**src/rtl/alu_seq_pkg.sv**
```systemverilog
// Shared state encoding, opcodes and op-table lookup for alu_op_sequencer.
package alu_seq_pkg;

    localparam logic [2:0] ST_IDLE    = 3'd0;
    localparam logic [2:0] ST_FETCH_A = 3'd1;
    localparam logic [2:0] ST_LOAD_A  = 3'd2;
    localparam logic [2:0] ST_FETCH_B = 3'd3;
    localparam logic [2:0] ST_LOAD_B  = 3'd4;
    localparam logic [2:0] ST_EXEC    = 3'd5;
    localparam logic [2:0] ST_STORE   = 3'd6;
    localparam logic [2:0] ST_DONE    = 3'd7;

    localparam logic [1:0] OPC_ADD = 2'b00;
    localparam logic [1:0] OPC_SUB = 2'b01;
    localparam logic [1:0] OPC_MUL = 2'b10;

    // Two bits per op, op 0 in the LSBs
    function automatic logic [1:0] op_code(input logic [31:0] tbl, input logic [3:0] idx);
        return tbl[{idx, 1'b0} +: 2];
    endfunction

endpackage

```
**src/rtl/mul_iter_counter.sv**
```systemverilog
// Multiply iteration counter: loads the iteration count from B, steps down once per
// accumulation and flags the final pass. SIGNED_MUL_EN loads |B| for a two's-complement B.
module mul_iter_counter #(
    parameter int DATA_W = 8
) (
    input  logic              clk,
    input  logic              rst,
    input  logic              load,
    input  logic              dec,
    input  logic [DATA_W-1:0] b,
    output logic [DATA_W-1:0] count,
    output logic              last,
    output logic              b_zero
);

    localparam logic [DATA_W-1:0] ONE_C  = DATA_W'(1);
    localparam logic [DATA_W-1:0] ZERO_C = {DATA_W{1'b0}};

    logic [DATA_W-1:0] mag_s;
    logic [DATA_W-1:0] count_r;

    // Iteration count implied by B (-128 maps to 128, which still fits unsigned)
    always_comb begin
        mag_s = b;
`ifdef SIGNED_MUL_EN
        if (b[DATA_W-1]) begin
            mag_s = (~b) + ONE_C;
        end else begin
            mag_s = b;
        end
`endif
    end

    // Remaining-iteration register
    always_ff @(posedge clk or posedge rst) begin
        if (rst) begin
            count_r <= ZERO_C;
        end else if (load) begin
            count_r <= mag_s;
        end else if (dec) begin
            count_r <= count_r - ONE_C;
        end else begin
            count_r <= count_r;
        end
    end

    assign count  = count_r;
    assign last   = (count_r == ONE_C);
    assign b_zero = (mag_s == ZERO_C);

endmodule

```
**src/rtl/alu_op_sequencer.sv**
```systemverilog
// Drives the shared ROM + ALU/accumulator datapath through a fixed NUM_OPS schedule.
// Optional macro SIGNED_MUL_EN: mul treats B as two's-complement (negative B subtracts A).
module alu_op_sequencer #(
    parameter int          ADDR_W   = 9,
    parameter int          DATA_W   = 8,
    parameter int          NUM_OPS  = 4,
    parameter int          OP_BASE  = 0,
    parameter logic [31:0] OP_TABLE = 32'b10_10_00_01
) (
    input  logic              clk,
    input  logic              rst,
    input  logic              start,
    input  logic [DATA_W-1:0] rom_data,
    output logic [ADDR_W-1:0] rom_addr,
    output logic              en_a,
    output logic              en_b,
    output logic              acc_clr,
    output logic              acc_en,
    output logic              op_sub,
    output logic              sel_mul,
    output logic              en_c,
    output logic [3:0]        op_idx,
    output logic [DATA_W-1:0] count,
    output logic              busy,
    output logic              done
);
    import alu_seq_pkg::*;

    localparam logic [ADDR_W-1:0] BASE_C   = ADDR_W'(OP_BASE);
    localparam logic [3:0]        LAST_IDX = 4'(NUM_OPS - 1);

    logic [2:0]        state_r;
    logic [ADDR_W-1:0] rom_addr_r;
    logic [3:0]        op_idx_r;
    logic              en_a_r, en_b_r, acc_clr_r, acc_en_r, en_c_r;
    logic              op_sub_r, sel_mul_r, busy_r, done_r;

    logic [1:0]        opc_s;
    logic              is_mul_s, is_sub_s;
    logic              cnt_load_s, cnt_dec_s, cnt_last_s, b_zero_s;
    logic [3:0]        idx_nxt_s;
    logic [ADDR_W-1:0] addr_b_s, addr_nxt_s;

    // Current-op decode, counter controls and next ROM addresses
    always_comb begin
        opc_s    = op_code(OP_TABLE, op_idx_r);
        is_mul_s = 1'b0;
        is_sub_s = 1'b0;
        case (opc_s)
            OPC_ADD: is_sub_s = 1'b0;
            OPC_SUB: is_sub_s = 1'b1;
            OPC_MUL: is_mul_s = 1'b1;
            default: is_sub_s = 1'b0;
        endcase
        cnt_load_s = (state_r == ST_LOAD_B) && sel_mul_r;
        cnt_dec_s  = (state_r == ST_EXEC);
        idx_nxt_s  = op_idx_r + 4'd1;
        addr_b_s   = BASE_C + ADDR_W'({op_idx_r, 1'b1});
        addr_nxt_s = BASE_C + ADDR_W'({idx_nxt_s, 1'b0});
    end

    mul_iter_counter #(.DATA_W(DATA_W)) u_cnt (
        .clk    (clk),
        .rst    (rst),
        .load   (cnt_load_s),
        .dec    (cnt_dec_s),
        .b      (rom_data),
        .count  (count),
        .last   (cnt_last_s),
        .b_zero (b_zero_s)
    );

    // Schedule FSM; every output is registered and strobes are set for the state being entered
    always_ff @(posedge clk or posedge rst) begin
        if (rst) begin
            state_r    <= ST_IDLE;
            rom_addr_r <= {ADDR_W{1'b0}};
            op_idx_r   <= 4'd0;
            en_a_r     <= 1'b0;
            en_b_r     <= 1'b0;
            acc_clr_r  <= 1'b0;
            acc_en_r   <= 1'b0;
            en_c_r     <= 1'b0;
            op_sub_r   <= 1'b0;
            sel_mul_r  <= 1'b0;
            busy_r     <= 1'b0;
            done_r     <= 1'b0;
        end else begin
            en_a_r    <= 1'b0;
            en_b_r    <= 1'b0;
            acc_clr_r <= 1'b0;
            acc_en_r  <= 1'b0;
            en_c_r    <= 1'b0;
            done_r    <= 1'b0;
            case (state_r)
                ST_IDLE: begin
                    if (start) begin
                        state_r    <= ST_FETCH_A;
                        op_idx_r   <= 4'd0;
                        rom_addr_r <= BASE_C;
                        busy_r     <= 1'b1;
                    end else begin
                        state_r <= ST_IDLE;
                    end
                end
                ST_FETCH_A: begin
                    state_r <= ST_LOAD_A;
                    en_a_r  <= 1'b1;
                end
                ST_LOAD_A: begin
                    state_r    <= ST_FETCH_B;
                    rom_addr_r <= addr_b_s;
                end
                ST_FETCH_B: begin
                    state_r   <= ST_LOAD_B;
                    en_b_r    <= 1'b1;
                    acc_clr_r <= is_mul_s;
                    sel_mul_r <= is_mul_s;
                    op_sub_r  <= is_sub_s;
                end
                ST_LOAD_B: begin
                    if (sel_mul_r && !b_zero_s) begin
                        state_r  <= ST_EXEC;
                        acc_en_r <= 1'b1;
`ifdef SIGNED_MUL_EN
                        op_sub_r <= rom_data[DATA_W-1];
`endif
                    end else begin
                        state_r <= ST_STORE;
                        en_c_r  <= 1'b1;
                    end
                end
                ST_EXEC: begin
                    if (cnt_last_s) begin
                        state_r <= ST_STORE;
                        en_c_r  <= 1'b1;
                    end else begin
                        acc_en_r <= 1'b1;
                    end
                end
                ST_STORE: begin
                    op_sub_r  <= 1'b0;
                    sel_mul_r <= 1'b0;
                    if (op_idx_r == LAST_IDX) begin
                        state_r <= ST_DONE;
                        done_r  <= 1'b1;
                    end else begin
                        state_r    <= ST_FETCH_A;
                        op_idx_r   <= idx_nxt_s;
                        rom_addr_r <= addr_nxt_s;
                    end
                end
                ST_DONE: begin
                    state_r <= ST_IDLE;
                    busy_r  <= 1'b0;
                end
                default: begin
                    state_r <= ST_IDLE;
                    busy_r  <= 1'b0;
                end
            endcase
        end
    end

    assign rom_addr = rom_addr_r;
    assign en_a     = en_a_r;
    assign en_b     = en_b_r;
    assign acc_clr  = acc_clr_r;
    assign acc_en   = acc_en_r;
    assign op_sub   = op_sub_r;
    assign sel_mul  = sel_mul_r;
    assign en_c     = en_c_r;
    assign op_idx   = op_idx_r;
    assign busy     = busy_r;
    assign done     = done_r;

endmodule

```
**config.mk**
```make
export PLATFORM = sky130hd
export DESIGN_NAME = alu_op_sequencer
export DESIGN_NICKNAME = d
export VERILOG_FILES = /design/src/rtl/alu_seq_pkg.sv /design/src/rtl/mul_iter_counter.sv /design/src/rtl/alu_op_sequencer.sv
export SDC_FILE = /design/constraint.sdc
export NUM_CORES = 1
export LEC_CHECK = 0
export ABC_AREA = 1
export CORE_MARGIN = 2
export CORE_UTILIZATION = 43
export CTS_CLUSTER_DIAMETER = 60
export DETAILED_ROUTE_END_ITERATION = 16
export PLACE_DENSITY = 0.75
export SYNTH_ARGS = -nofsm -noshare
export SYNTH_HDL_FRONTEND = slang
export SYNTH_SLANG_ARGS = --single-unit
```
**constraint.sdc**
```tcl
create_clock -name clk -period 1.2 [get_ports clk]
set_input_delay 0.12 -clock clk [delete_from_list [all_inputs] [get_ports clk]]
set_output_delay 0.12 -clock clk [all_outputs]
set_load 0.005 [all_outputs]
```
==> run summary <==
critical path's largest stage delay - 490 ps
grt peak-use layer - met2
Post-Route WL - 5.82 mm
Worst Setup End Kind - flop
Synth Instances - 212
Synth Area in Compound Gates - 0.0594
first-pass GRT wire length - 8.83 mm
Clock Pin Slew Worst Setup and Hold Paths - 70 ps
DP HPWL - 2.93 mm
PortBufs - 36
hold slack - 163 ps
Worst Reg-to-Reg Cells - 8
leading cell type in the layout, fill and taps excluded - nand2_1
CTS H-tree lvls - 2
Syn. warnings - 0
max cap viols - 0
first-pass detailed-route iteration total - 5
commonest cells after routing, fill and taps aside - nand2_1, buf_4, dfrtp_1
Overflow after GRT - 0
Antenna Nets Post-Route - 0
r2r endpoint - u_cnt.count[7]$_DFFE_PP0P_
RSZ-0062 raised after global routing - yes
CTS tree - yes
final-report max-slew violation count - 0
#FFs+latches synth - 29
share of layout cells above drive strength 1 - 0.396
min Tclk post-route - 1410 ps
leakage - 1.43 nW
die area - 0.00418 mm2
Fmax achieved - 709 MHz
Required @ worst endpoint - 1390 ps
Num CTS Buffers - 5
mapped cell area - 0.00158 mm2
Distinct cells, synth - 23
reg2reg start - state_r[0]$_DFFE_PP0N_
largest net degree at the start of global routing - 30
critical-path cell with the highest stage delay - dfrtp_2
Clock Tree Root - clkbuf_8
Top Ports - 41
Clock Tree Buf Depth - 2
final setup margin - -210 ps
Crit Path Category - reg -> reg
Final period util - 1.18
# DRC - 0
area delta synth->final - 77.8%
gpl congestion - 0.908
die height - 64.6 um
met2 Resource Use GR - 0.448
worst-path fanout max - 6
Die Width - 64.6 um
vias in the first global route - 1,840
crit-path cells - nor2_4 > nand2_4 > nor2_4 > nor2_4 > nand2_1 > nand2_1 > inv_1 > nand2_1
# nets final - 330
Filler Cells Inserted - 231
number of enable flip-flop cells after synthesis - 0
HP Class - in -> async
Seq/Total Area, Yosys - 0.459
initial antenna violation count - 0
top_reg_cell synth - dfrtp_1
met1 Usage GRT - 0.356
Arr. time, crit path - 1600 ps
power density cells - 821 mW/mm2
Core Region - 0.00361 mm2
post-synthesis mux area share - 0
clk_skew - 7.46 ps
Post-Synth Simple-Gate Area - 0.358
Iteration-0 DRC Markers - 193
asr flop ratio synth - 1.00
Rows - 22
Final Hold Fails - 0
flop-to-flop setup slack - -210 ps
main combinational cell family by area after synthesis - simple AND/OR/NAND/NOR gates
pre-CTS setup slack - -115 ps
M3 GR Usage - 0.0642
Post-Synth XOR/XNOR Area - 0.00554
syn avg cell area - 7.45 um2
failing checks - negative setup slack
clk sinks - 29
GRT Total Usage - 0.277
Adder-Cell Fraction of Synth Area - 0.0317
Initial Util - 0.438
Skew-Pair Late Insertion Delay - 290 ps
outcome - finished, violations left
CP top delay family - simple AND/OR/NAND/NOR gates
Setup violations, final - 20
drt wl/cell - 16.0 um
antenna cell count - 0
via/cell ratio - 5.55
final core occ - 0.779
crit path buf inv count - 1
vias - 2,020
Worst VDD drop - 0.000466 V
CP Launch Type - flop
metal layers:
metal | routed length, um | vias to the layer above
met5 | 0 | -
met4 | 316 | 0
met3 | 435 | 35
met2 | 2760 | 151
met1 | 2310 | 957
li1 | - | 877
cells in the mapped netlist, types with 2 or more instances:
| master | number | share of area |
|---|---|---|
| nand2_1 | 68 | 0.16 |
| nor2_2 | 2 | 0.0079 |
| nand2_2 | 3 | 0.012 |
| nand3_1 | 25 | 0.079 |
| dfrtp_1 | 29 | 0.46 |
| ha_1 | 4 | 0.032 |
| nor2_4 | 4 | 0.029 |
| buf_4 | 4 | 0.019 |
| inv_2 | 5 | 0.012 |
| inv_1 | 21 | 0.050 |
| nor3_1 | 2 | 0.0063 |
| o21ai_0 | 11 | 0.035 |
| nor2_1 | 23 | 0.055 |
| nand4_1 | 2 | 0.0079 |
worst min-delay path, cell delays in order:
cell	delay [ps]
clkdlybuf4s50_1	400
inv_1	90
buf_12	200
logic make-up (layout without fill, tap and decap cells):
| logic type | after synthesis | after routing |
|---|---|---|
| AND/OR/NAND/NOR | 129 | 130 |
| adder cells (fa/ha/maj) | 4 | 4 |
| flip-flops | 29 | 29 |
| other | 1 | 4 |
| buffers and inverters | 31 | 131 |
| XOR/XNOR | 1 | 1 |
| AO/OA/AOI/OAI | 17 | 17 |
worst max path at each step:
stage,slack [ps],startpoint,cells after the start,end
after floorplan,-40,op_idx[0]$_DFFE_PP0P_,7,rom_addr[0]$_DFFE_PP0P_
after CTS,-100,state_r[0]$_DFFE_PP0N_,8,rom_addr[2]$_DFFE_PP0P_
after global routing,-250,state_r[0]$_DFFE_PP0N_,8,op_idx[2]$_DFFE_PP0P_
final,-210,state_r[0]$_DFFE_PP0N_,8,u_cnt.count[7]$_DFFE_PP0P_
after global placement,-90,state_r[1]$_DFFE_PP0N_,8,u_cnt.count[7]$_DFFE_PP0P_
after detailed placement,-110,state_r[0]$_DFFE_PP0N_,8,u_cnt.count[7]$_DFFE_PP0P_
metrics by stage:
stage	instance area [um2]	TNS [ps]	total power [mW]	instances
6_report	2810	-2870	2.31	364
5_1_grt	2810	-3910	2.35	364
4_1_cts	2680	-1120	2.29	360
3_5_place_dp	2290	-1700	1.09	333
3_3_place_gp	2290	-996	1.09	333
2_1_floorplan	1600	-349	1.03	215
power breakdown:
group | internal [mW] | switching (mW) | leakage, nW
logic | 0.0517 | 0.0442 | 1.02
registers | 0.977 | 0 | 0.341
clock network | 0.824 | 0.408 | 0.0681
layout make-up:
cell class	count	area, um2	share of cell area
Multi-Input combinational cell	156	936	0.333
Clock inverter	3	65.1	0.0232
Sequential cell	29	729	0.260
Timing Repair Buffer	97	845	0.301
Tap cell	48	60.1	0.0214
Inverter	26	105	0.0374
Clock buffer	5	68.8	0.0245
registers in the layout, summed over array words and instances (netlist names):
signal       cells
u_cnt.count      8
rom_addr         5
op_idx           4
state_r          3
acc_clr          1
acc_en           1
busy             1
done             1
en_a             1
en_b             1
en_c             1
op_sub           1
sel_mul          1
what timing repair did:
item                       4_1_cts  5_1_grt
setup endpoints to repair       47       30
buffers inserted                18        5
gates cloned                     1        0
pin swaps                       18       13
hold buffers                     0        0
resized for setup               64       38
Power figures use the tool's default switching activity.
